**src/rtl/ncl_qadd_pkg.sv**
```systemverilog
// rtl/ncl_qadd_pkg.sv - shared types, rail constants and rail helpers for the NCL adder bridge
package ncl_qadd_pkg;

    typedef enum logic [2:0] {
        IDLE  = 3'd0,
        DATA  = 3'd1,
        WAITR = 3'd2,
        RNULL = 3'd3,
        OUT   = 3'd4
    } state_e;

    localparam logic [3:0] NULL_Q4 = 4'b0000;
    localparam logic [1:0] NULL_Q2 = 2'b00;

    function automatic logic [3:0] enc_q4(input logic [1:0] v);
        return 4'b0001 << v;
    endfunction

    // Callers only trust the result when the rails are known one-hot.
    function automatic logic [1:0] dec_q4(input logic [3:0] r);
        case (r)
            4'b0010: return 2'd1;
            4'b0100: return 2'd2;
            4'b1000: return 2'd3;
            default: return 2'd0;
        endcase
    endfunction

    function automatic logic onehot_q4(input logic [3:0] r);
        return $countones(r) == 1;
    endfunction

    function automatic logic onehot_q2(input logic [1:0] r);
        return (r == 2'b01) || (r == 2'b10);
    endfunction

endpackage

```
**src/rtl/ncl_sync_vec.sv**
```systemverilog
// rtl/ncl_sync_vec.sv - multi-flop synchroniser followed by a consecutive-sample stability filter
module ncl_sync_vec #(
    parameter int WIDTH       = 1,
    parameter int SYNC_STAGES = 2,
    parameter int STABLE_CNT  = 2
) (
    input  logic             clk,
    input  logic             init,
    input  logic [WIDTH-1:0] din_i,
    output logic [WIDTH-1:0] dout_o
);

    logic [WIDTH-1:0] sync_q [SYNC_STAGES];
    logic [WIDTH-1:0] hist_q [STABLE_CNT];
    logic [WIDTH-1:0] dout_q;
    logic             stable;

    always_comb begin
        stable = 1'b1;
        for (int i = 1; i < STABLE_CNT; i++) begin
            if (hist_q[i] != hist_q[0]) stable = 1'b0;
        end
    end

    // The filtered value only moves once the whole history agrees, so a rail
    // group caught mid-transition is never presented to the FSM.
    always_ff @(posedge clk) begin
        if (init) begin
            for (int i = 0; i < SYNC_STAGES; i++) sync_q[i] <= '0;
            for (int i = 0; i < STABLE_CNT; i++) hist_q[i] <= '0;
            dout_q <= '0;
        end else begin
            sync_q[0] <= din_i;
            for (int i = 1; i < SYNC_STAGES; i++) sync_q[i] <= sync_q[i-1];
            hist_q[0] <= sync_q[SYNC_STAGES-1];
            for (int i = 1; i < STABLE_CNT; i++) hist_q[i] <= hist_q[i-1];
            if (stable) dout_q <= hist_q[0];
        end
    end

    assign dout_o = dout_q;

endmodule

```
**src/rtl/ncl_qadd_sync_bridge.sv**
```systemverilog
// rtl/ncl_qadd_sync_bridge.sv - valid/ready to NCL DATA/NULL bridge for the quaternary full adder
module ncl_qadd_sync_bridge
    import ncl_qadd_pkg::*;
#(
    parameter int SYNC_STAGES = 2,
    parameter int STABLE_CNT  = 2,
    parameter int TIMEOUT     = 255
) (
    input  logic       clk,
    input  logic       init,
    input  logic       in_valid,
    output logic       in_ready,
    input  logic [1:0] in_a,
    input  logic [1:0] in_b,
    input  logic       in_cin,
    output logic       out_valid,
    input  logic       out_ready,
    output logic [1:0] out_sum,
    output logic       out_cout,
    output logic       out_err,
    output logic [3:0] AQ,
    output logic [3:0] BQ,
    output logic [1:0] carryin,
    input  logic       ABCOMP,
    input  logic [3:0] sumQ,
    input  logic [1:0] carryout,
    output logic       sumCOMP,
    output logic       carryCOMP
);

    localparam logic [15:0] TO_LAST = 16'(TIMEOUT - 1);

    state_e      state_q, state_d;
    logic [3:0]  aq_q, aq_d, bq_q, bq_d;
    logic [1:0]  cin_q, cin_d;
    logic        comp_q, comp_d;
    logic [1:0]  sum_q, sum_d;
    logic        cout_q, cout_d, err_q, err_d, valid_q, valid_d;
    logic        ack_q, ack_d, res_q, res_d, idle_q, idle_d;
    logic [15:0] cnt_q, cnt_d;

    logic        abcomp_s;
    logic [5:0]  rail_s;
    logic [3:0]  sum_s;
    logic [1:0]  cy_s;
    logic        complete, multi, rails_null, timeout_hit, accept, waiting;

    ncl_sync_vec #(.WIDTH(1), .SYNC_STAGES(SYNC_STAGES), .STABLE_CNT(STABLE_CNT)) u_sync_ack (
        .clk(clk), .init(init), .din_i(ABCOMP), .dout_o(abcomp_s)
    );

    ncl_sync_vec #(.WIDTH(6), .SYNC_STAGES(SYNC_STAGES), .STABLE_CNT(STABLE_CNT)) u_sync_res (
        .clk(clk), .init(init), .din_i({sumQ, carryout}), .dout_o(rail_s)
    );

    assign sum_s       = rail_s[5:2];
    assign cy_s        = rail_s[1:0];
    assign complete    = onehot_q4(sum_s) && onehot_q2(cy_s);
    assign multi       = ($countones(sum_s) > 1) || (cy_s == 2'b11);
    assign rails_null  = (sum_s == NULL_Q4) && (cy_s == NULL_Q2);
    assign timeout_hit = (cnt_q == TO_LAST);
    assign accept      = in_valid && in_ready;
    assign waiting     = (state_q == DATA) || (state_q == WAITR) || (state_q == RNULL);

    always_ff @(posedge clk) begin
        if (init) begin
            state_q <= IDLE;
            aq_q    <= NULL_Q4;
            bq_q    <= NULL_Q4;
            cin_q   <= NULL_Q2;
            comp_q  <= 1'b0;
            sum_q   <= 2'd0;
            cout_q  <= 1'b0;
            err_q   <= 1'b0;
            valid_q <= 1'b0;
            ack_q   <= 1'b0;
            res_q   <= 1'b0;
            idle_q  <= 1'b0;
            cnt_q   <= '0;
        end else begin
            state_q <= state_d;
            aq_q    <= aq_d;
            bq_q    <= bq_d;
            cin_q   <= cin_d;
            comp_q  <= comp_d;
            sum_q   <= sum_d;
            cout_q  <= cout_d;
            err_q   <= err_d;
            valid_q <= valid_d;
            ack_q   <= ack_d;
            res_q   <= res_d;
            idle_q  <= idle_d;
            cnt_q   <= cnt_d;
        end
    end

    always_comb begin
        state_d = state_q;
        aq_d    = aq_q;
        bq_d    = bq_q;
        cin_d   = cin_q;
        comp_d  = comp_q;
        sum_d   = sum_q;
        cout_d  = cout_q;
        err_d   = err_q;
        valid_d = valid_q;
        ack_d   = ack_q;
        res_d   = res_q;
        if (waiting && timeout_hit) begin
            // Leave COMP requesting NULL so the adder drains while the error is reported.
            {aq_d, bq_d, cin_d} = {NULL_Q4, NULL_Q4, NULL_Q2};
            {sum_d, cout_d}     = 3'd0;
            err_d   = 1'b1;
            comp_d  = 1'b1;
            valid_d = 1'b1;
            state_d = OUT;
        end else if ((state_q == DATA || state_q == WAITR) && multi) begin
            {aq_d, bq_d, cin_d} = {NULL_Q4, NULL_Q4, NULL_Q2};
            {sum_d, cout_d}     = 3'd0;
            err_d   = 1'b1;
            comp_d  = 1'b1;
            state_d = RNULL;
        end else begin
            case (state_q)
                IDLE: if (accept) begin
                    aq_d    = enc_q4(in_a);
                    bq_d    = enc_q4(in_b);
                    cin_d   = in_cin ? 2'b10 : 2'b01;
                    {sum_d, cout_d, err_d, comp_d, ack_d, res_d} = '0;
                    state_d = DATA;
                end
                DATA: begin
                    if (abcomp_s) ack_d = 1'b1;
                    if (complete && !res_q) begin
                        res_d  = 1'b1;
                        sum_d  = dec_q4(sum_s);
                        cout_d = cy_s[1];
                    end
                    if (ack_d) begin
                        {aq_d, bq_d, cin_d} = {NULL_Q4, NULL_Q4, NULL_Q2};
                        comp_d  = res_d;
                        state_d = res_d ? RNULL : WAITR;
                    end
                end
                WAITR: if (complete) begin
                    sum_d   = dec_q4(sum_s);
                    cout_d  = cy_s[1];
                    res_d   = 1'b1;
                    comp_d  = 1'b1;
                    state_d = RNULL;
                end
                RNULL: if (!abcomp_s && rails_null) begin
                    comp_d  = 1'b0;
                    valid_d = 1'b1;
                    state_d = OUT;
                end
                OUT: if (out_ready) begin
                    valid_d = 1'b0;
                    state_d = IDLE;
                end
                default: state_d = IDLE;
            endcase
        end
        idle_d = (state_d == IDLE);
        cnt_d  = (state_d != state_q || !waiting) ? 16'd0 : cnt_q + 16'd1;
    end

    always_comb begin
        in_ready  = idle_q && !abcomp_s;
        out_valid = valid_q;
        out_sum   = sum_q;
        out_cout  = cout_q;
        out_err   = err_q;
        AQ        = aq_q;
        BQ        = bq_q;
        carryin   = cin_q;
        sumCOMP   = comp_q;
        carryCOMP = comp_q;
    end

endmodule

```
**config.mk**
```make
export PLATFORM = sky130hd
export DESIGN_NAME = ncl_qadd_sync_bridge
export DESIGN_NICKNAME = d
export VERILOG_FILES = /design/src/rtl/ncl_qadd_pkg.sv /design/src/rtl/ncl_sync_vec.sv /design/src/rtl/ncl_qadd_sync_bridge.sv
export SDC_FILE = /design/constraint.sdc
export NUM_CORES = 1
export LEC_CHECK = 0
export BUFFER_PORTS_ARGS = -buffer_cell sky130_fd_sc_hd__buf_4
export CORE_UTILIZATION = 40
export CTS_BUF_LIST = sky130_fd_sc_hd__clkbuf_16
export DETAILED_ROUTE_END_ITERATION = 12
export GPL_TIMING_DRIVEN = 0
export PLACE_DENSITY_LB_ADDON = 0.15
export SLEW_MARGIN = 20
export SYNTH_ARGS = -nofsm -noshare
export SYNTH_HDL_FRONTEND = slang
export SYNTH_HIERARCHICAL = 1
export SYNTH_SLANG_ARGS = --single-unit
```
**constraint.sdc**
```tcl
create_clock -name clk -period 3.3 [get_ports clk]
set_clock_uncertainty 0.1 [all_clocks]
set_input_delay 0.66 -clock clk [delete_from_list [all_inputs] [get_ports clk]]
set_output_delay 0.66 -clock clk [all_outputs]
set_load 0.1 [all_outputs]
```
# ---- Yosys cells after proc, flatten, opt, wreduce, memory -nomap -nowiden
# Memories as Yosys holds them, arrays and structs flattened.
# Cells that the tools add are included.
dict set report word_totals {
  inputBits 16
  reg_bits 45
  n_memories 4
  word_cells 159
  ram_bits 28
}
# name depth width rd rd_ports_with_merged_regs wr line
set mem_list {}
lappend mem_list {u_sync_res.hist_q 2 6 2 0 2 ncl_sync_vec.sv:14} ;# logic [WIDTH-1:0] hist_q [STABLE_CNT];
lappend mem_list {u_sync_res.sync_q 2 6 2 0 2 ncl_sync_vec.sv:13} ;# logic [WIDTH-1:0] sync_q [SYNC_STAGES];
lappend mem_list {u_sync_ack.hist_q 2 1 2 0 2 ncl_sync_vec.sv:14}
lappend mem_list {u_sync_ack.sync_q 2 1 2 0 2 ncl_sync_vec.sv:13}
dict set report op_classes {
  n_lt_le_gt_ge 1
  n_addsub 4
  bitwise 10
  mux 62
  eq_ne 26
  n_shift 2
  reduce_logical 35
}
# cell n
set ops {}
lappend ops {{equality test 32 x 2 -> 1 bit (second input constant)} 1}
lappend ops {{2-to-1 mux 1 bit} 31}
lappend ops {{2-to-1 mux 6 bit} 4}
lappend ops {{2-to-1 mux 3 bit} 7}
lappend ops {{adder 16 x 1 -> 16 bit (second input constant)} 1}
lappend ops {{equality test 16 x 8 -> 1 bit (second input constant)} 1}
lappend ops {{one-hot mux 4 bit (2 select lines)} 2}
lappend ops {{one-hot mux 3 bit (5 select lines)} 1}
lappend ops {{2-to-1 mux 2 bit} 6}
lappend ops {{2-to-1 mux 4 bit} 3}
lappend ops {{one-hot mux 2 bit (3 select lines)} 2}
lappend ops {{AND reduction 4 bit} 3}
lappend ops {{nonzero test 3 bit} 4}
lappend ops {{AND reduction 5 bit} 2}
lappend ops {{logical AND 1 bit} 8}
lappend ops {{inequality test 4 x 1 -> 1 bit (second input constant)} 2}
lappend ops {{bitwise OR 1 bit} 8}
lappend ops {{<< shifter 1 x 2 -> 4 bit (first input constant)} 2}
lappend ops {{equality test 3 x 2 -> 1 bit (second input constant)} 2}
lappend ops {{logical NOT 3 bit} 2}
lappend ops {{inequality test 2 bit (second input constant)} 3}
lappend ops {{inequality test 6 bit} 1}
lappend ops {{one-hot mux 1 bit (3 select lines)} 2}
lappend ops {{nonzero test 6 bit} 1}
lappend ops {{30 further kinds} 41}

# ---- Logic depth before layout (Yosys ltp)
dict set report logic_depth {
  depth_word 17
  depth_mapped 12
  depth_no_buf 11
}

# ---- Modules after synthesis
# The synthesis kept the hierarchy.
# mod cells_each seq_area_each_um2 instances area_per_inst_um2
set by_module_without_submodules {}
lappend by_module_without_submodules {ncl_qadd_sync_bridge 252 760.7 1 2085.8}
lappend by_module_without_submodules {{ncl_sync_vec at u_sync_res} 77 600.6 1 942.2}
lappend by_module_without_submodules {{ncl_sync_vec at u_sync_ack} 12 100.1 1 138.9}

# ---- Worst setup path before layout
# No wires, ideal clock.
dict set report synth_timing {
  path_kind {reg-to-reg}
  start {reg u_sync_res.dout_q[5], in the netlist u_sync_res/dout_o[5] (read register of u_sync_res.hist_q)}
  end {reg ack_q}
  synth_period_minus_slack_ns 2.708
  required_ns 3.083
  path_slack_ns 0.592
  arrival_ns 2.491
  stages_incl_launch_ff 12
  n_path_buf 0
  setup_time_ns 0.117
  cell_sequence {dfxtp_1 > inv_1 > fa_1 > inv_1 > ha_1 > inv_1 > ha_1 > nor3b_1 > o21bai_1 > a22oi_2 > o211ai_1 > a32o_1}
}
dict set report synth_via {
  elab_chain_cells 7
}
# element line
set synth_rtl {}
lappend synth_rtl {{from (decl)} ncl_sync_vec.sv:15} ;# logic [WIDTH-1:0] dout_q;
lappend synth_rtl {{adder 1 x 1 -> 2 bit (implied by the code)} ncl_qadd_sync_bridge.sv:59} ;# assign multi = ($countones(sum_s) > 1) || (cy_s == 2'b11);
lappend synth_rtl {{adder 2 x 2 -> 3 bit (implied by the code)} ncl_qadd_sync_bridge.sv:59}
lappend synth_rtl {{greater-than comparator 3 x 1 -> 1 bit} ncl_qadd_sync_bridge.sv:59}
lappend synth_rtl {{logical OR 1 bit} ncl_qadd_sync_bridge.sv:59}
lappend synth_rtl {{logical AND 1 bit} ncl_qadd_sync_bridge.sv:117} ;# end else if ((state_q == DATA || state_q == WAITR) && multi) begin
lappend synth_rtl {{NOT 1 bit (no source line)} -}
lappend synth_rtl {{AND reduction 4 bit (no source line)} -}
lappend synth_rtl {{to (signal assigned)} ncl_qadd_sync_bridge.sv:90} ;# ack_q <= ack_d;
lappend synth_rtl {{to (decl)} ncl_qadd_sync_bridge.sv:39} ;# logic ack_q, ack_d, res_q, res_d, idle_q, idle_d;
# Every way passes these cells.
# A chain may end at the register's enable or synchronous reset.

# ---- Final worst setup path
dict set report layout_timing {
  start {reg u_sync_res.dout_q[5], in the netlist u_sync_res/dout_o[5] (read register of u_sync_res.hist_q)}
  end {reg cnt_q[13]}
}
dict set report layout_via {
  elab_chain_cells 17
}
# element line
set layout_rtl {}
lappend layout_rtl {{adder 1 x 1 -> 2 bit (implied by the code)} {ncl_qadd_pkg.sv:30, ncl_qadd_sync_bridge.sv:59}}
lappend layout_rtl {{adder 2 x 2 -> 3 bit (implied by the code)} {ncl_qadd_pkg.sv:30, ncl_qadd_sync_bridge.sv:59}}
lappend layout_rtl {{equality test 32 x 2 -> 1 bit} ncl_qadd_pkg.sv:30} ;# return $countones(r) == 1;
lappend layout_rtl {{logical AND 1 bit} ncl_qadd_sync_bridge.sv:58} ;# assign complete = onehot_q4(sum_s) && onehot_q2(cy_s);
lappend layout_rtl {{logical AND 1 bit} ncl_qadd_sync_bridge.sv:134} ;# if (complete && !res_q) begin
lappend layout_rtl {{2-to-1 mux 1 bit} ncl_qadd_sync_bridge.sv:134}
lappend layout_rtl {{2-to-1 mux 1 bit} ncl_qadd_sync_bridge.sv:124} ;# case (state_q)
lappend layout_rtl {{2-to-1 mux 1 bit} ncl_qadd_sync_bridge.sv:117}
lappend layout_rtl {{2-to-1 mux 1 bit} ncl_qadd_sync_bridge.sv:109} ;# if (waiting && timeout_hit) begin
lappend layout_rtl {{2-to-1 mux 1 bit} ncl_qadd_sync_bridge.sv:142} ;# state_d = res_d ? RNULL : WAITR;
lappend layout_rtl {{2-to-1 mux 3 bit} ncl_qadd_sync_bridge.sv:139} ;# if (ack_d) begin
lappend layout_rtl {{one-hot mux 3 bit (5 select lines)} ncl_qadd_sync_bridge.sv:124}
lappend layout_rtl {{2-to-1 mux 3 bit *} ncl_qadd_sync_bridge.sv:117}
lappend layout_rtl {{2-to-1 mux 3 bit *} ncl_qadd_sync_bridge.sv:109}
lappend layout_rtl {{inequality test 3 bit *} ncl_qadd_sync_bridge.sv:165} ;# cnt_d = (state_d != state_q || !waiting) ? 16'd0 : cnt_q + 16'd1;
lappend layout_rtl {{logical OR 1 bit *} ncl_qadd_sync_bridge.sv:165}
lappend layout_rtl {{OR reduction 2 bit (no source line) *} -}
lappend layout_rtl {{to (signal assigned)} ncl_qadd_sync_bridge.sv:93} ;# cnt_q <= cnt_d;
lappend layout_rtl {{to (decl)} ncl_qadd_sync_bridge.sv:40} ;# logic [15:0] cnt_q, cnt_d;
# Every way passes the cells marked *; elsewhere a longest branch is shown, timed or not. The select of a mux whose other input is x is not followed.

==> impl_metrics.json <==
{
  "routed_wl_um": 6120,
  "synth.avg_cell_area_um2": 9.29,
  "nNetsFinal": 414,
  "slew_violations": 0,
  "leakagePower_nw": 1.55,
  "yosysUniqueCellTypes": 53,
  "antenna_found_initial": 0,
  "cts_tree": "yes",
  "stdcell_count": 494,
  "fin_tns_setup_ns": 0,
  "critPathCapture": "cnt_q[13]",
  "synthTopCellsByCount": "dfxtp_1 (73), nor2_1 (39), nor2b_1 (38), a21oi_1 (24), nand2_1 (22)",
  "dieArea_um2": 8280,
  "crit_arrival_ns": 3.18,
  "htree_num_levels": 3,
  "drt_iter0_drc": 115,
  "ys_warn_count": 6,
  "clock_path_buffers": 2,
  "vdd_drop_max_mv": 0.327,
  "cp_cell_sequence": "inv_1 > fa_1 > inv_1 > ha_1 > inv_1 > ha_1 > and4bb_2 > o21bai_1 > a32oi_1 > o211ai_2 > buf_6 > nor2_1",
  "crit_start": "u_sync_res/dout_o[5]",
  "antenna_cells": 0,
  "synthMostInstantiatedCell": "dfxtp_1",
  "grt_max_degree": 16,
  "synth_flop_cell": "dfxtp_1",
  "slew_headroom_pct": 63.0,
  "min_period_over_period_pct": 92.6,
  "fillCellCount": 736,
  "gp_congestion": 0.864,
  "critPathTopFamily": "adder cells",
  "antenna_left": 0,
  "clock-sinks": 73,
  "drc": 0,
  "start_kind": "register",
  "crit_slowest_cell": "fa_1",
  "tightestPinTransition_ns": 0.549,
  "synth_top_area_share_pct": 46.1,
  "crit_buf_inv": 4,
  "grt_pass1_wl_um": 10300,
  "postSynth.asyncResetShare_pct": 0,
  "fin_crit_ns": 3.06,
  "r2r_cells": 12,
  "critPathMaxStageDelay_ns": 0.49,
  "crit_cells": 12,
  "crit_top_cell": "inv_1",
  "worstPathRequired_ns": 3.42,
  "critPathCaptureType": "register",
  "clk_pin_slew_worst_paths_ns": 0.06,
  "vias": 2437,
  "syn-instance-count": 341,
  "area_growth_syn_to_layout_pct": 21.8,
  "synth_area_leader_cell": "dfxtp_1",
  "rsz0062_at_grt": "false",
  "netlist_area_um2": 3170,
  "synth.area.top_cells": "dfxtp_1 (46%), nor2b_1 (7.5%), nor2_1 (4.6%), xor2_1 (4.1%), ha_1 (4.0%)",
  "die_w_um": 91.0,
  "wl_per_cell_um": 12.4,
  "overflow": 0,
  "synth-edff-count": 0,
  "insertion_delay_ns": 0.33,
  "r2r-end": "cnt_q[13]",
  "synth_seq_cells": 73,
  "cts_buffers": 9,
  "portBuffers": 33,
  "powerDensity_nw_per_um2": 657,
  "grt_pass1_vias": 2260,
  "critPathMaxFanout": 10,
  "grt_use_total_pct": 15.5,
  "dp_hpwl_um": 4460,
  "ios": 34,
  "die_h_um": 91.0,
  "core-area_um2": 7690,
  "start_util_pct": 41.2,
  "r2r-start": "u_sync_res/dout_o[5]",
  "ys_seq_area_share_pct": 46.1,
  "cts_hold_buffers": 0,
  "min_path_type": "register to register",
  "setup_viol": 0,
  "first_pass_iters": 4,
  "fmax_ghz": 0.327,
  "r2r_slack_ns": 0.24,
  "path_class": "register to register",
  "status": "finished clean",
  "cts_root_buffer": "clkbuf_16",
  "place_inst": 476,
  "via_per_inst": 4.93,
  "drive_gt1_share_pct": 18.6,
  "rows": 32,
  "cap_viol_max_count": 0,
  "synth_nets": 368,
  "final-hold-violation-count": 0
}
-- kinds of logic after synthesis --
logic type | after synthesis | share of synthesized area (%)
xor gates and xnor gates | 22 | 6.08
DFF | 73 | 46.1
AOI/OAI and AO/OA | 51 | 10.4
adders and majority gates | 11 | 4.58
and+or+nand+nor | 150 | 26.1
buffers and inverters | 25 | 3.60
muxes | 9 | 3.08
-- per-layer routing --
layer	up-vias	GRT usage [%]	part of all wire, %
met1	1131	20.4	49
met4	0	7.01	1.3
met5	-	0	0
met3	9	3.27	3.2
li1	1258	-	-
met2	39	24.5	47
-- worst min path at each step --
| stage | start | endpoint | depth (start not counted) |
|---|---|---|---|
| after floorplan | u_sync_ack/sync_q[0][1] | u_sync_ack/hist_q[0][0] | 1 |
| after global placement | u_sync_ack/sync_q[0][0] | u_sync_ack/sync_q[0][1] | 1 |
| after detailed placement | u_sync_res/sync_q[0][8] | u_sync_res/hist_q[0][2] | 1 |
| after CTS | u_sync_res/sync_q[0][2] | u_sync_res/sync_q[0][8] | 1 |
| after global routing | u_sync_res/sync_q[0][4] | u_sync_res/sync_q[0][10] | 1 |
| final | u_sync_res/sync_q[0][8] | u_sync_res/hist_q[0][2] | 1 |
-- layout make-up --
type / instances / area (um^2) / area share, %
clock inverters: 7 / 76.3 / 1.98
inverters: 14 / 52.6 / 1.36
multi-input cells: 243 / 1590 / 41.2
plain buffers: 11 / 61.3 / 1.59
flip-flops and latches: 73 / 1460 / 37.9
well taps: 102 / 128 / 3.31
clock buffers: 9 / 225 / 5.84
repair buffers: 35 / 263 / 6.81
-- sequential cells by signal, indices dropped and copies added (netlist names), 2 cells and up --
register and cells:
carryin 2, BQ 4, u_sync_ack/sync_q 2, u_sync_ack/hist_q 2, cnt_q 16, u_sync_res/dout_o 6
u_sync_res/hist_q 12, u_sync_res/sync_q 12, out_sum 2, AQ 4, state_q 3
-- per-stage QoR --
| stage | utilization [%] | hold slack, ns | area [um^2] | total power [mW] | setup slack (ns) |
|---|---|---|---|---|---|
| after global placement | 46.1 | 0.318 | 3540 | 1.57 | 0.249 |
| after detailed placement | 46.1 | 0.320 | 3540 | 1.57 | 0.188 |
| after CTS | 50.0 | 0.335 | 3840 | 2.56 | 0.163 |
| after global routing | 50.2 | 0.352 | 3860 | 2.65 | 0.0334 |
| after floorplan | - | 0.314 | 3170 | 1.43 | 0.592 |
| final | 50.2 | 0.332 | 3860 | 2.54 | 0.243 |
-- timing repair --
| item | in CTS | in global routing |
|---|---|---|
| gates resized for setup | 0 | 0 |
| setup endpoints to repair | 0 | 1 |
| buffers inserted | 0 | 2 |
-- cell usage in the layout, fill, tap and decap left out, drive strengths merged, types with 2 or more instances in the layout --
cell / Yosys / final
nand3b: 2 / 2
inv: 14 / 18
a21boi: 2 / 2
nor4: 6 / 6
clkbuf: 4 / 13
o211ai: 3 / 3
xnor2: 7 / 7
nor3: 4 / 4
ha: 10 / 10
nand2b: 6 / 6
mux2: 6 / 6
o21ai: 4 / 4
dfxtp: 73 / 73
or3: 2 / 2
nor2: 39 / 39
nor3b: 3 / 3
a31oi: 3 / 3
xor2: 15 / 15
a21oi: 24 / 24
a22oi: 2 / 2
mux2i: 3 / 3
nand4: 7 / 7
nand3: 14 / 14
o21bai: 4 / 4
nand2: 22 / 22
buf: 7 / 42
nor2b: 38 / 38
-- power breakdown --
part           switching (mW)  internal [mW]
sequential             0.0220          0.926
clock                   0.386          0.593
combinational           0.421          0.189
total                   0.829           1.71
(Power assumes the default switching activity.)
